**src/rtl/timer_pkg.sv**
```systemverilog
`default_nettype none
// ============================================================================
// Module   : timer_pkg
// Brief    : Shared state encoding and digit indices for the timer front-end.
// Revision : 1.0 - initial release
// ============================================================================
package timer_pkg;

  typedef enum logic [2:0] {
    ST_IDLE    = 3'd0,
    ST_SET     = 3'd1,
    ST_RUN     = 3'd2,
    ST_PAUSE   = 3'd3,
    ST_EXPIRED = 3'd4
  } state_t;

  localparam int NUM_DIGITS = 6;
  localparam int DIG_SU = 0;
  localparam int DIG_ST = 1;
  localparam int DIG_MU = 2;
  localparam int DIG_MT = 3;
  localparam int DIG_HU = 4;
  localparam int DIG_HT = 5;

  // Counter width for a modulus, never narrower than one bit.
  function automatic int cnt_width(input int n);
    return (n > 1) ? $clog2(n) : 1;
  endfunction

endpackage
`default_nettype wire

```
**src/rtl/btn_edge.sv**
```systemverilog
`default_nettype none
// ============================================================================
// Module   : btn_edge
// Brief    : Registered rising-edge detector for one debounced button level.
// Revision : 1.0 - initial release
// ============================================================================
module btn_edge (
  input  logic clk,
  input  logic resetn,
  input  logic btn_i,
  output logic evt_o
);

  logic r_q;
  logic r_arm;
  logic r_evt;

  // r_arm masks the first sample so a button already held at reset release is not an event.
  always_ff @(posedge clk or negedge resetn) begin
    if (!resetn) begin
      r_q   <= 1'b0;
      r_arm <= 1'b0;
      r_evt <= 1'b0;
    end else begin
      r_q   <= btn_i;
      r_arm <= 1'b1;
      r_evt <= btn_i & ~r_q & r_arm;
    end
  end

  assign evt_o = r_evt;

endmodule
`default_nettype wire

```
**src/rtl/timer_ctrl_fsm.sv**
```systemverilog
`default_nettype none
// ============================================================================
// Module   : timer_ctrl_fsm
// Brief    : Button sequencer, run prescaler and blinking alarm for the timer.
// Revision : 1.0 - initial release
// ============================================================================
module timer_ctrl_fsm
  import timer_pkg::*;
#(
  parameter int PRESCALE  = 100000,
  parameter int INC_HOLD  = 101,
  parameter int BLINK     = 25000000,
  parameter int ALARM_LEN = 8
) (
  input  logic                  clk,
  input  logic                  resetn,
  input  logic                  btn_mode_i,
  input  logic                  btn_next_i,
  input  logic                  btn_inc_i,
  input  logic                  btn_start_i,
  input  logic                  timer_zero_i,
  output logic [NUM_DIGITS-1:0] set_o,
  output logic                  run_o,
  output logic [2:0]            digit_sel_o,
  output logic [2:0]            state_o,
  output logic                  alarm_o
);

  localparam int c_PW = cnt_width(PRESCALE);
  localparam int c_HW = cnt_width(INC_HOLD);
  localparam int c_BW = cnt_width(BLINK);
  localparam int c_TW = cnt_width(ALARM_LEN);

  localparam logic [c_PW-1:0] c_PRE_LAST   = c_PW'(PRESCALE - 1);
  localparam logic [c_HW-1:0] c_HOLD_LAST  = c_HW'(INC_HOLD - 1);
  localparam logic [c_BW-1:0] c_BLINK_LAST = c_BW'(BLINK - 1);
  localparam logic [c_TW-1:0] c_TOG_LAST   = c_TW'(ALARM_LEN - 1);

  logic w_evt_mode, w_evt_next, w_evt_inc, w_evt_start, w_any_evt;

  btn_edge u_edge_mode  (.clk(clk), .resetn(resetn), .btn_i(btn_mode_i),  .evt_o(w_evt_mode));
  btn_edge u_edge_next  (.clk(clk), .resetn(resetn), .btn_i(btn_next_i),  .evt_o(w_evt_next));
  btn_edge u_edge_inc   (.clk(clk), .resetn(resetn), .btn_i(btn_inc_i),   .evt_o(w_evt_inc));
  btn_edge u_edge_start (.clk(clk), .resetn(resetn), .btn_i(btn_start_i), .evt_o(w_evt_start));

  assign w_any_evt = w_evt_mode | w_evt_next | w_evt_inc | w_evt_start;

  state_t          r_state, w_state_nxt;
  logic [2:0]      r_sel, w_sel_nxt;
  logic            r_hold_busy, w_hold_busy_nxt;
  logic [c_HW-1:0] r_hold_cnt, w_hold_cnt_nxt;
  logic [c_PW-1:0] r_presc, w_presc_nxt;
  logic            r_run, w_run_nxt;
  logic [c_BW-1:0] r_blink, w_blink_nxt;
  logic [c_TW-1:0] r_tog, w_tog_nxt;
  logic            r_alarm, w_alarm_nxt;

  always_ff @(posedge clk or negedge resetn) begin
    if (!resetn) begin
      r_state     <= ST_IDLE;
      r_sel       <= '0;
      r_hold_busy <= 1'b0;
      r_hold_cnt  <= '0;
      r_presc     <= '0;
      r_run       <= 1'b0;
      r_blink     <= '0;
      r_tog       <= '0;
      r_alarm     <= 1'b0;
    end else begin
      r_state     <= w_state_nxt;
      r_sel       <= w_sel_nxt;
      r_hold_busy <= w_hold_busy_nxt;
      r_hold_cnt  <= w_hold_cnt_nxt;
      r_presc     <= w_presc_nxt;
      r_run       <= w_run_nxt;
      r_blink     <= w_blink_nxt;
      r_tog       <= w_tog_nxt;
      r_alarm     <= w_alarm_nxt;
    end
  end

  always_comb begin
    w_state_nxt     = r_state;
    w_sel_nxt       = r_sel;
    w_hold_busy_nxt = r_hold_busy;
    w_hold_cnt_nxt  = r_hold_cnt;
    w_presc_nxt     = r_presc;
    w_run_nxt       = 1'b0;
    w_blink_nxt     = r_blink;
    w_tog_nxt       = r_tog;
    w_alarm_nxt     = r_alarm;
    case (r_state)
      ST_IDLE: begin
        if (w_evt_start && !timer_zero_i) begin
          w_state_nxt = ST_RUN;
          w_presc_nxt = '0;
        end else if (w_evt_mode) begin
          w_state_nxt = ST_SET;
          w_sel_nxt   = '0;
        end
      end
      ST_SET: begin
        // While a digit step is being held, every button in SET is swallowed.
        if (r_hold_busy) begin
          if (r_hold_cnt == c_HOLD_LAST) begin
            w_hold_busy_nxt = 1'b0;
            w_hold_cnt_nxt  = '0;
          end else begin
            w_hold_cnt_nxt = r_hold_cnt + c_HW'(1);
          end
        end else if (w_evt_mode) begin
          w_state_nxt = ST_IDLE;
        end else if (w_evt_next) begin
          w_sel_nxt = (r_sel == 3'(DIG_HT)) ? 3'(DIG_SU) : r_sel + 3'd1;
        end else if (w_evt_inc) begin
          w_hold_busy_nxt = 1'b1;
          w_hold_cnt_nxt  = '0;
        end
      end
      ST_RUN: begin
        if (timer_zero_i) begin
          w_state_nxt = ST_EXPIRED;
          w_alarm_nxt = 1'b1;
          w_blink_nxt = '0;
          w_tog_nxt   = '0;
        end else if (w_evt_start) begin
          w_state_nxt = ST_PAUSE;
        end else if (r_presc == c_PRE_LAST) begin
          w_presc_nxt = '0;
          w_run_nxt   = 1'b1;
        end else begin
          w_presc_nxt = r_presc + c_PW'(1);
        end
      end
      ST_PAUSE: begin
        if (w_evt_start && !timer_zero_i) begin
          w_state_nxt = ST_RUN;
          w_presc_nxt = '0;
        end else if (w_evt_mode) begin
          w_state_nxt = ST_IDLE;
        end
      end
      ST_EXPIRED: begin
        if (w_any_evt) begin
          w_state_nxt = ST_IDLE;
          w_alarm_nxt = 1'b0;
        end else if (r_blink == c_BLINK_LAST) begin
          w_blink_nxt = '0;
          // The final toggle point ends the alarm instead of flipping the output.
          if (r_tog == c_TOG_LAST) begin
            w_state_nxt = ST_IDLE;
            w_alarm_nxt = 1'b0;
            w_tog_nxt   = '0;
          end else begin
            w_alarm_nxt = ~r_alarm;
            w_tog_nxt   = r_tog + c_TW'(1);
          end
        end else begin
          w_blink_nxt = r_blink + c_BW'(1);
        end
      end
      default: begin
        w_state_nxt = ST_IDLE;
      end
    endcase
  end

  assign set_o       = (r_state == ST_SET && r_hold_busy) ? (NUM_DIGITS'(1) << r_sel) : '0;
  assign run_o       = r_run;
  assign digit_sel_o = r_sel;
  assign state_o     = r_state;
  assign alarm_o     = r_alarm;

endmodule
`default_nettype wire

```
**config.mk**
```make
export PLATFORM = sky130hd
export DESIGN_NAME = timer_ctrl_fsm
export DESIGN_NICKNAME = d
export VERILOG_FILES = /design/src/rtl/timer_pkg.sv /design/src/rtl/btn_edge.sv /design/src/rtl/timer_ctrl_fsm.sv
export SDC_FILE = /design/constraint.sdc
export NUM_CORES = 1
export LEC_CHECK = 0
export ABC_AREA = 1
export CAP_MARGIN = 40
export CELL_PAD_IN_SITES_DETAIL_PLACEMENT = 0
export CELL_PAD_IN_SITES_GLOBAL_PLACEMENT = 1
export CORE_MARGIN = 8
export CORE_UTILIZATION = 40
export DETAILED_ROUTE_END_ITERATION = 7
export PLACE_DENSITY = 0.87
export SLEW_MARGIN = 10
export SYNTH_ARGS = -nofsm -noshare
export SYNTH_HDL_FRONTEND = slang
export SYNTH_SLANG_ARGS = --single-unit
```
**constraint.sdc**
```tcl
create_clock -name clk -period 1.6 [get_ports clk]
set_clock_uncertainty 0.1 [all_clocks]
set_input_delay 0.16 -clock clk [delete_from_list [all_inputs] [get_ports clk]]
set_output_delay 0.16 -clock clk [all_outputs]
set_load 0.02 [all_outputs]
```
==> metrics.yaml, run 1 <==
root_buffer: "clkbuf_8"
diodes: 0
slowest_delay_ps: 420
violations: "setup timing"
critPathLaunch: "state_o[1]"
tightest_slew_ps: 524
fmax_mhz: 553
first_global_vias: 4515
endpoint_kind: "primary output"
cp.arrival_ps: 1550
async_reset_ff_share_pct: 100
irDropWorstVdd_mv: 0.754
setup_ws_ps: -208
num_vias: 4779
worstPathMaxFanout: 3
seq_power_share_pct: 29.0
status: "finished, violations left"
placementRows: 38
fp.dieArea_um2: 14400
seqCellArea_um2: 1760
p_sw_share_pct: 40.9
die_x_um: 120
cts_buffers: 9
fin_crit_ps: 1810
synth_area_um2: 4340
synth-edff-count: 0
num-fill-cells: 904
antenna_found_initial: 0
final_cell_mix: "nand2_1, buf_4, nor2_1, inv_1, dfrtp_1"
wl_mm: 13.3
pin_count: 21
p_clk_share_pct: 17.9
p_int_uw: 5390
start_kind: "flop"
final_common_cell: "nand2_1"
crit_path_top_delay_cell: "dfrtp_2"
syn_area_per_cell_um2: 6.97
wl_per_cell_um: 14.5
grt_usage_pct: 17.5
final_area_um2: 6500
dr.pass1.iters: 7
portBuffers: 20
setup_viol: 54
r2r_setup_slack_ps: -210
cpMostUsedCell: "nand2_4"
dpl-instance-area_um2: 5390
r2r_start: "state_o[0]"
ys_ff_latch: 70
hold_viol: 0
syn_inst: 622
p_switching_uw: 3730
comb_power_share_pct: 53.1
timing.rr.end: "r_blink[4]"
area_growth_pct: 50.0
remaining_drc_errors: 0
p_leak_uw: 0.00303
overflow: 0
grt_max_degree: 49
ys_warn_count: 0
yosysSeqAreaShare_pct: 40.4
max-cap-violations: 0
reg2reg_depth: 10
multi_input_area_um2: 2650
dieHeight_um: 120
drt-initial-drc-count: 416
htreeDepth: 3
p_per_area_nw_per_um2: 1400
tritoncts: "built"
grt_pass1_wl_mm: 20.7
cts_max_path_buffers: 2
place.gp.congestion: 0.841
criticalPathCategory: "flop to primary output"
core_area_um2: 10700
min_path_type: "input port to asynchronous set/reset pin"
clk_latency_ps: 360
synthFlopType: "dfrtp_1"
finalSetupTns_ps: -5590
maxSlewHeadroom_pct: 64.8
syn_nets: 636
ys_types: 32
drive_above_1_share_pct: 33.0
slew_violations: 0
dp_hpwl_mm: 8.76
vias_per_cell: 5.24
whs_ps: 136
initial_core_util_pct: 40.5
path_clk_slew_ps: 80
fin_crit_sh_pct: 113
cp_cell_sequence: "inv_2, nand2_4, nor2_4, nand2_4, inv_4, nand2_8, nor3_4, buf_6"
ant_nets: 0
nets: 782
critPathRequiredTime_ps: 1340
rsz0062_at_grt: "true"
clock-sinks: 70
## logic make-up after synthesis
family / share of synthesized area, %
xor+xnor: 0.808
buf+inv: 9.12
fa+ha+maj: 2.02
simple gates: 40.0
flops: 40.4
other cells: 0.0865
compound gates: 7.56
## power groups by stage
stage	combinational [uW]	sequential, uW	clock (uW)
after floorplan	1760	2640	0
after global placement	3240	2610	0
after detailed placement	3330	2610	0
after CTS	4080	2590	1670
after global routing	5210	2680	1720
final	4840	2640	1630
## worst max-delay path by stage
stage | to | slack, ps
detailed placement | set_o[0] | -330
floorplan | r_blink[22] | 2
global route | r_blink[4] | -290
global placement | set_o[0] | -290
CTS | set_o[0] | -200
finish | set_o[0] | -210
## state kept, by name, summed over array words and instances (netlist names), 3 cells and up
register,flops
state_o,3
digit_sel_o,3
r_presc,17
r_tog,3
r_hold_cnt,7
r_blink,25
## worst max-delay path: cells and delay by family (launching register included)
family	cells	cell delay (ps)
buf+inv	3	320
flops	1	420
simple gates	5	440
## routing by layer
layer  GRT usage (%)  wire [um]
met1            20.0       5500
met2            30.3       6830
met3            3.43        583
met4            9.06        352
met5               0          0
## through the flow
stage | power, uW | setup WS [ps] | util, % | instances
final | 9110 | -208 | 60.8 | 912
after global routing | 9610 | -294 | 60.8 | 912
after CTS | 8340 | -202 | 56.0 | 894
after detailed placement | 5940 | -335 | 50.4 | 863
after global placement | 5840 | -291 | 50.4 | 863
after floorplan | 4400 | 1.96 | - | 622
## cell type report
cell class	count	share of cell area, %
clock buffer	10	2.12
clock inverter	5	1.29
inverter	83	5.12
multi-input combinational	459	40.8
sequential	70	27.0
tap	140	2.69
timing repair buffer	145	21.0
## cells in the mapped netlist (2+ instances only)
library cell / count / area (um2)
o21ai_2: 2 / 17.5
nand2_4: 2 / 22.5
buf_2: 5 / 25.0
o21ai_0: 21 / 105
nand3_1: 61 / 305
dfrtp_1: 70 / 1750
buf_6: 3 / 33.8
o31ai_1: 2 / 15.0
a21oi_1: 16 / 80.1
nor3_1: 14 / 70.1
a21oi_2: 7 / 61.3
nor2_1: 99 / 372
xor2_1: 4 / 35.0
nor4_1: 3 / 18.8
nor2_2: 9 / 56.3
o21ai_1: 7 / 35.0
nand2_2: 3 / 18.8
nand2_1: 156 / 586
nand4_1: 37 / 231
nand3_2: 3 / 30.0
ha_1: 7 / 87.6
inv_1: 77 / 289
inv_2: 5 / 18.8
## what timing repair did
action,4_1_cts,5_1_grt
cloned,4,1
endpoints found under the hold margin,70,0
resized for setup,90,100
hold buffers,1,0
pin swaps,6,21
setup endpoints to repair,60,63
setup buffers,11,22
No activity file was read; power rests on OpenSTA's default activity.
==> run 2, diff against run 1 <==
CORE_ASPECT_RATIO = 0.7   (was default)
SETUP_SLACK_MARGIN = 0.3   (was default)
==> run 2 against run 1 <==
Effect of this change:
- the flow still finishes with violations (setup timing)
- clock power is 37% higher
- core utilization is 4.1 points higher
- hold slack worse by 6.9 ps
- routed wire length is 7.3% higher
- sequential power hardly changed
==> metrics.yaml, run 2 (synthesized netlist as in run 1, its figures left out) <==
hold_viol: 0
fmax_mhz: 571
fin_crit_ps: 1750
clk_latency_ps: 340
placementRows: 31
core_area_um2: 10400
p_int_uw: 5900
cts_max_path_buffers: 2
tritoncts: "built"
start_kind: "flop"
vias_per_cell: 5.32
die_x_um: 140
clock-sinks: 70
multi_input_area_um2: 2810
grt_usage_pct: 19.5
slew_violations: 0
final_common_cell: "nand2_1"
antenna_found_initial: 0
min_path_type: "input port to asynchronous set/reset pin"
p_switching_uw: 3800
setup_viol: 55
pin_count: 21
rsz0062_at_grt: "true"
first_global_vias: 4602
grt_max_degree: 51
drt-initial-drc-count: 413
p_clk_share_pct: 23.0
portBuffers: 20
dr.pass1.iters: 5
initial_core_util_pct: 41.6
seqCellArea_um2: 1760
reg_top3: "r_blink x25, r_presc x17, r_hold_cnt x7"
diodes: 0
setup_ws_ps: -153
num-fill-cells: 869
wl_per_cell_um: 15.7
maxSlewHeadroom_pct: 66.4
tightest_slew_ps: 500
cts_buffers: 9
seq_power_share_pct: 27.2
p_total_uw: 9700
path_clk_slew_ps: 60
comb_power_share_pct: 49.7
overflow: 0
fin_crit_sh_pct: 110
whs_ps: 129
ant_nets: 0
critPathRequiredTime_ps: 1720
max-cap-violations: 0
violations: "setup timing"
irDropWorstVdd_mv: 0.782
p_sw_share_pct: 39.2
root_buffer: "clkbuf_16"
worstPathMaxFanout: 7
num_vias: 4821
top_register: "r_blink"
status: "finished, violations left"
dieHeight_um: 103
nets: 784
criticalPathCategory: "flop to flop"
endpoint_kind: "flop"
p_leak_uw: 0.00321
htreeDepth: 3
place.gp.congestion: 0.915
drive_above_1_share_pct: 38.1
p_per_area_nw_per_um2: 1430
final_cell_mix: "nand2_1, buf_4, nor2_1, inv_1, dfrtp_1"
remaining_drc_errors: 0
area_growth_pct: 56.2
cp.arrival_ps: 1880
largest_reg_flops: 25
grt_pass1_wl_mm: 22.4
fp.dieArea_um2: 14500
dp_hpwl_mm: 9.42
wl_mm: 14.2
==> run 2: per-stage QoR <==
stage	TNS (ps)	instance area (um2)	setup slack (ps)	std cells	utilization, %
2_1_floorplan	0	4420	21.4	622	-
3_3_place_gp	-6820	5450	-262	861	52.2
3_5_place_dp	-9210	5450	-322	861	52.2
4_1_cts	-2340	6310	-124	899	60.5
5_1_grt	-8800	6770	-218	907	64.9
6_report	-4910	6770	-153	907	64.9
==> run 2: critical path, cell delays in order (launching register included) <==
cell      delay [ps]
dfrtp_2          410
inv_2             70
buf_6            120
nand3_4          100
inv_2             80
nand2_2           60
nand2_4          140
clkinv_8         110
buf_8            150
buf_6            120
nand4_1           90
o21ai_1           80
==> run 2: path summary, 6_finish.rpt <==
path,endpoint,from,depth (start not counted),slack (ps)
min in group clk,u_edge_inc.r_q,btn_inc_i,1,210
setup / recovery,r_blink[6],state_o[1],11,-150
setup reg to reg,r_blink[6],state_o[1],11,-150
hold reg to reg,u_edge_mode.evt_o,u_edge_mode.r_q,1,290
max in group asynchronous,r_blink[11],resetn,3,690
hold / removal,r_presc[4],resetn,2,130
==> run 2: timing repair <==
action,4_1_cts,5_1_grt
pin swaps,13,24
endpoints found under the setup margin,73,72
endpoints found under the hold margin,70,0
setup buffers,17,5
resized for setup,150,92
hold buffers,1,0
cloned,4,3
==> run 2: layout make-up <==
| type | instances | area share, % |
|---|---|---|
| flip-flops and latches | 70 | 26.0 |
| clock buffers | 11 | 3.73 |
| inverters | 83 | 5.01 |
| repair buffers | 145 | 20.2 |
| well taps | 132 | 2.44 |
| clock inverters | 5 | 1.20 |
| multi-input cells | 461 | 41.4 |
==> run 2: power by group through the flow <==
stage / Clock, uW / Combinational [uW] / Sequential (uW)
final: 2230 / 4830 / 2640
after global routing: 2350 / 5210 / 2700
after CTS: 2280 / 4260 / 2610
after floorplan: 0 / 1810 / 2640
after global placement: 0 / 3270 / 2610
after detailed placement: 0 / 3380 / 2620
==> run 2: metal layers <==
metal  share of wire, %  vias up  global-route usage [%]
li1                   -     2323                       -
met1                 45     2272                    25.9
met2                 46      192                    30.0
met3                7.2       34                    5.32
met4                2.1        0                    7.07
met5                  0        -                       0
==> run 3, diff against run 2 <==
CORE_UTILIZATION = 44   (was 40)
PLACE_DENSITY = 0.91   (was 0.87)
clock period = 2 ns   (was 1.6 ns; I/O delays follow)
==> run 3 against run 2 <==
Effect of this change:
- critical endpoint is now set_o[3]
- via count down 3.7%
- largest power group unchanged
- critical path type is now flop to primary output
- non-clock buffer count down 67
- sequential power down 17%
- the flow now finishes without violations
- global-route usage down 0.79 points
==> metrics.yaml, run 3 (synthesized netlist as in run 1, its figures left out) <==
status: "complete, no violations"
endpoint_kind: "primary output"
area_growth_pct: 35.5
antenna_found_initial: 0
dieHeight_um: 99.1
first_global_vias: 4220
grt_max_degree: 33
core_area_um2: 9650
seq_power_share_pct: 30.5
finalCoreUtilization_pct: 60.9
finalSetupTns_ps: 0
p_switching_uw: 2840
crit_buf_inv: 3
wl_mm: 13.1
portBuffers: 20
crit_family: "buffers and inverters"
drt-initial-drc-count: 504
critPathRequiredTime_ps: 1700
comb_power_share_pct: 44.5
num-fill-cells: 802
rsz0062_at_grt: "true"
remaining_drc_errors: 0
final_cell_mix: "nand2_1, nor2_1, inv_1, dfrtp_1, nand3_1"
root_buffer: "clkbuf_16"
drive_above_1_share_pct: 23.8
diodes: 0
top_register: "r_blink"
clock-sinks: 70
p_sw_share_pct: 39.8
seqCellArea_um2: 1760
fp.dieArea_um2: 13300
grt_pass1_wl_mm: 20.5
start_kind: "flop"
nets: 715
fin_crit_ps: 1800
wl_per_cell_um: 15.8
slew_violations: 0
final_cells: 834
worstPathMaxFanout: 4
multi_input_area_um2: 2510
hold_viol: 0
overflow: 0
crit_path_top_delay_cell: "dfrtp_1"
largest_reg_flops: 25
place.gp.congestion: 0.970
final_common_cell: "nand2_1"
slowest_delay_ps: 400
dp_hpwl_mm: 8.33
cpMostUsedCell: "nand2_4"
irDropWorstVdd_mv: 0.579
die_x_um: 135
whs_ps: 215
fin_crit_sh_pct: 89.9
cts_max_path_buffers: 2
fmax_mhz: 556
placementRows: 30
grt_usage_pct: 18.7
htreeDepth: 3
reg_top3: "r_blink x25, r_presc x17, r_hold_cnt x7"
dp_cells: 784
cp_cell_sequence: "inv_2, nand2_4, nor2_4, nand2_4, buf_4, nor2_1, buf_2"
p_int_uw: 4300
min_path_type: "input port to asynchronous set/reset pin"
dr.pass1.iters: 5
p_leak_uw: 0.00272
criticalPathCategory: "flop to primary output"
clk_latency_ps: 340
p_clk_share_pct: 25.0
tritoncts: "built"
pin_count: 21
cts_buffers: 9
num_vias: 4643
initial_core_util_pct: 45.0
max-cap-violations: 0
ant_nets: 0
vias_per_cell: 5.57
p_per_area_nw_per_um2: 1220
setup_viol: 0
path_clk_slew_ps: 60
cp.arrival_ps: 1500
[run 3: changes by cell type in the layout (fill, tap and decap cells not counted), sizes merged, moves of 2 or more]
cell and change:
clkdlybuf4s50 +3, dlygate4sd2 +4, buf -71, nand2 -2
clkbuf -2
[run 3: stage by stage]
stage	area [um2]	total power [uW]	setup slack, ps
CTS	5470	6490	221
detailed placement	4840	4220	16.7
floorplan	4350	3470	251
global placement	4840	4160	83.1
finish	5880	7150	202
global route	5880	7540	124
[run 3: path summary, 6_finish.rpt]
kind / slack (ps) / cells past startpoint / endpoint / from
setup reg to reg: 200 / 9 / digit_sel_o[2] / state_o[0]
max in group asynchronous: 990 / 3 / state_o[0] / resetn
hold reg to reg: 290 / 1 / u_edge_mode.evt_o / u_edge_mode.r_q
setup / recovery: 200 / 7 / set_o[3] / state_o[2]
min in group clk: 240 / 1 / u_edge_mode.r_q / btn_mode_i
hold / removal: 220 / 2 / r_blink[17] / resetn
[run 3: area by class of cell]
| type | instances | area share [%] |
|---|---|---|
| Inverter | 83 | 5.66 |
| Clock inverter | 5 | 1.38 |
| Multi-Input combinational cell | 459 | 42.7 |
| Clock buffer | 11 | 4.30 |
| Tap cell | 128 | 2.73 |
| Timing Repair Buffer | 78 | 13.3 |
| Sequential cell | 70 | 29.9 |
[run 3: power by group through the flow]
stage          registers [uW]  clock network, uW  logic, uW
2_1_floorplan            2100                  0       1370
3_3_place_gp             2130                  0       2030
3_5_place_dp             2130                  0       2090
4_1_cts                  2110               1810       2570
5_1_grt                  2220               1860       3460
6_report                 2180               1790       3180
[run 3: worst reg2reg max path, cell delays in order, from the launching register on]
cell	delay, ps
dfrtp_2	430
inv_4	60
buf_8	140
buf_6	120
nor2_4	100
nand2_1	60
nand2_1	70
nand4_1	250
a21oi_1	270
a21oi_1	60
[run 3: layer usage]
| layer | vias up | track usage, % | part of all wire (%) |
|---|---|---|---|
| met2 | 224 | 28.5 | 46 |
| met1 | 2197 | 25.9 | 44 |
| met3 | 33 | 4.32 | 8.2 |
| li1 | 2189 | - | - |
| met5 | - | 0 | 0 |
| met4 | 0 | 4.99 | 1.9 |
[run 3: what timing repair did]
item | in CTS | in global routing
pin swaps | 10 | 19
hold buffers | 1 | 0
hold endpoints to repair | 28 | 0
resized for setup | 73 | 71
setup endpoints to repair | 48 | 60
setup buffers | 14 | 15
cloned | 3 | 1
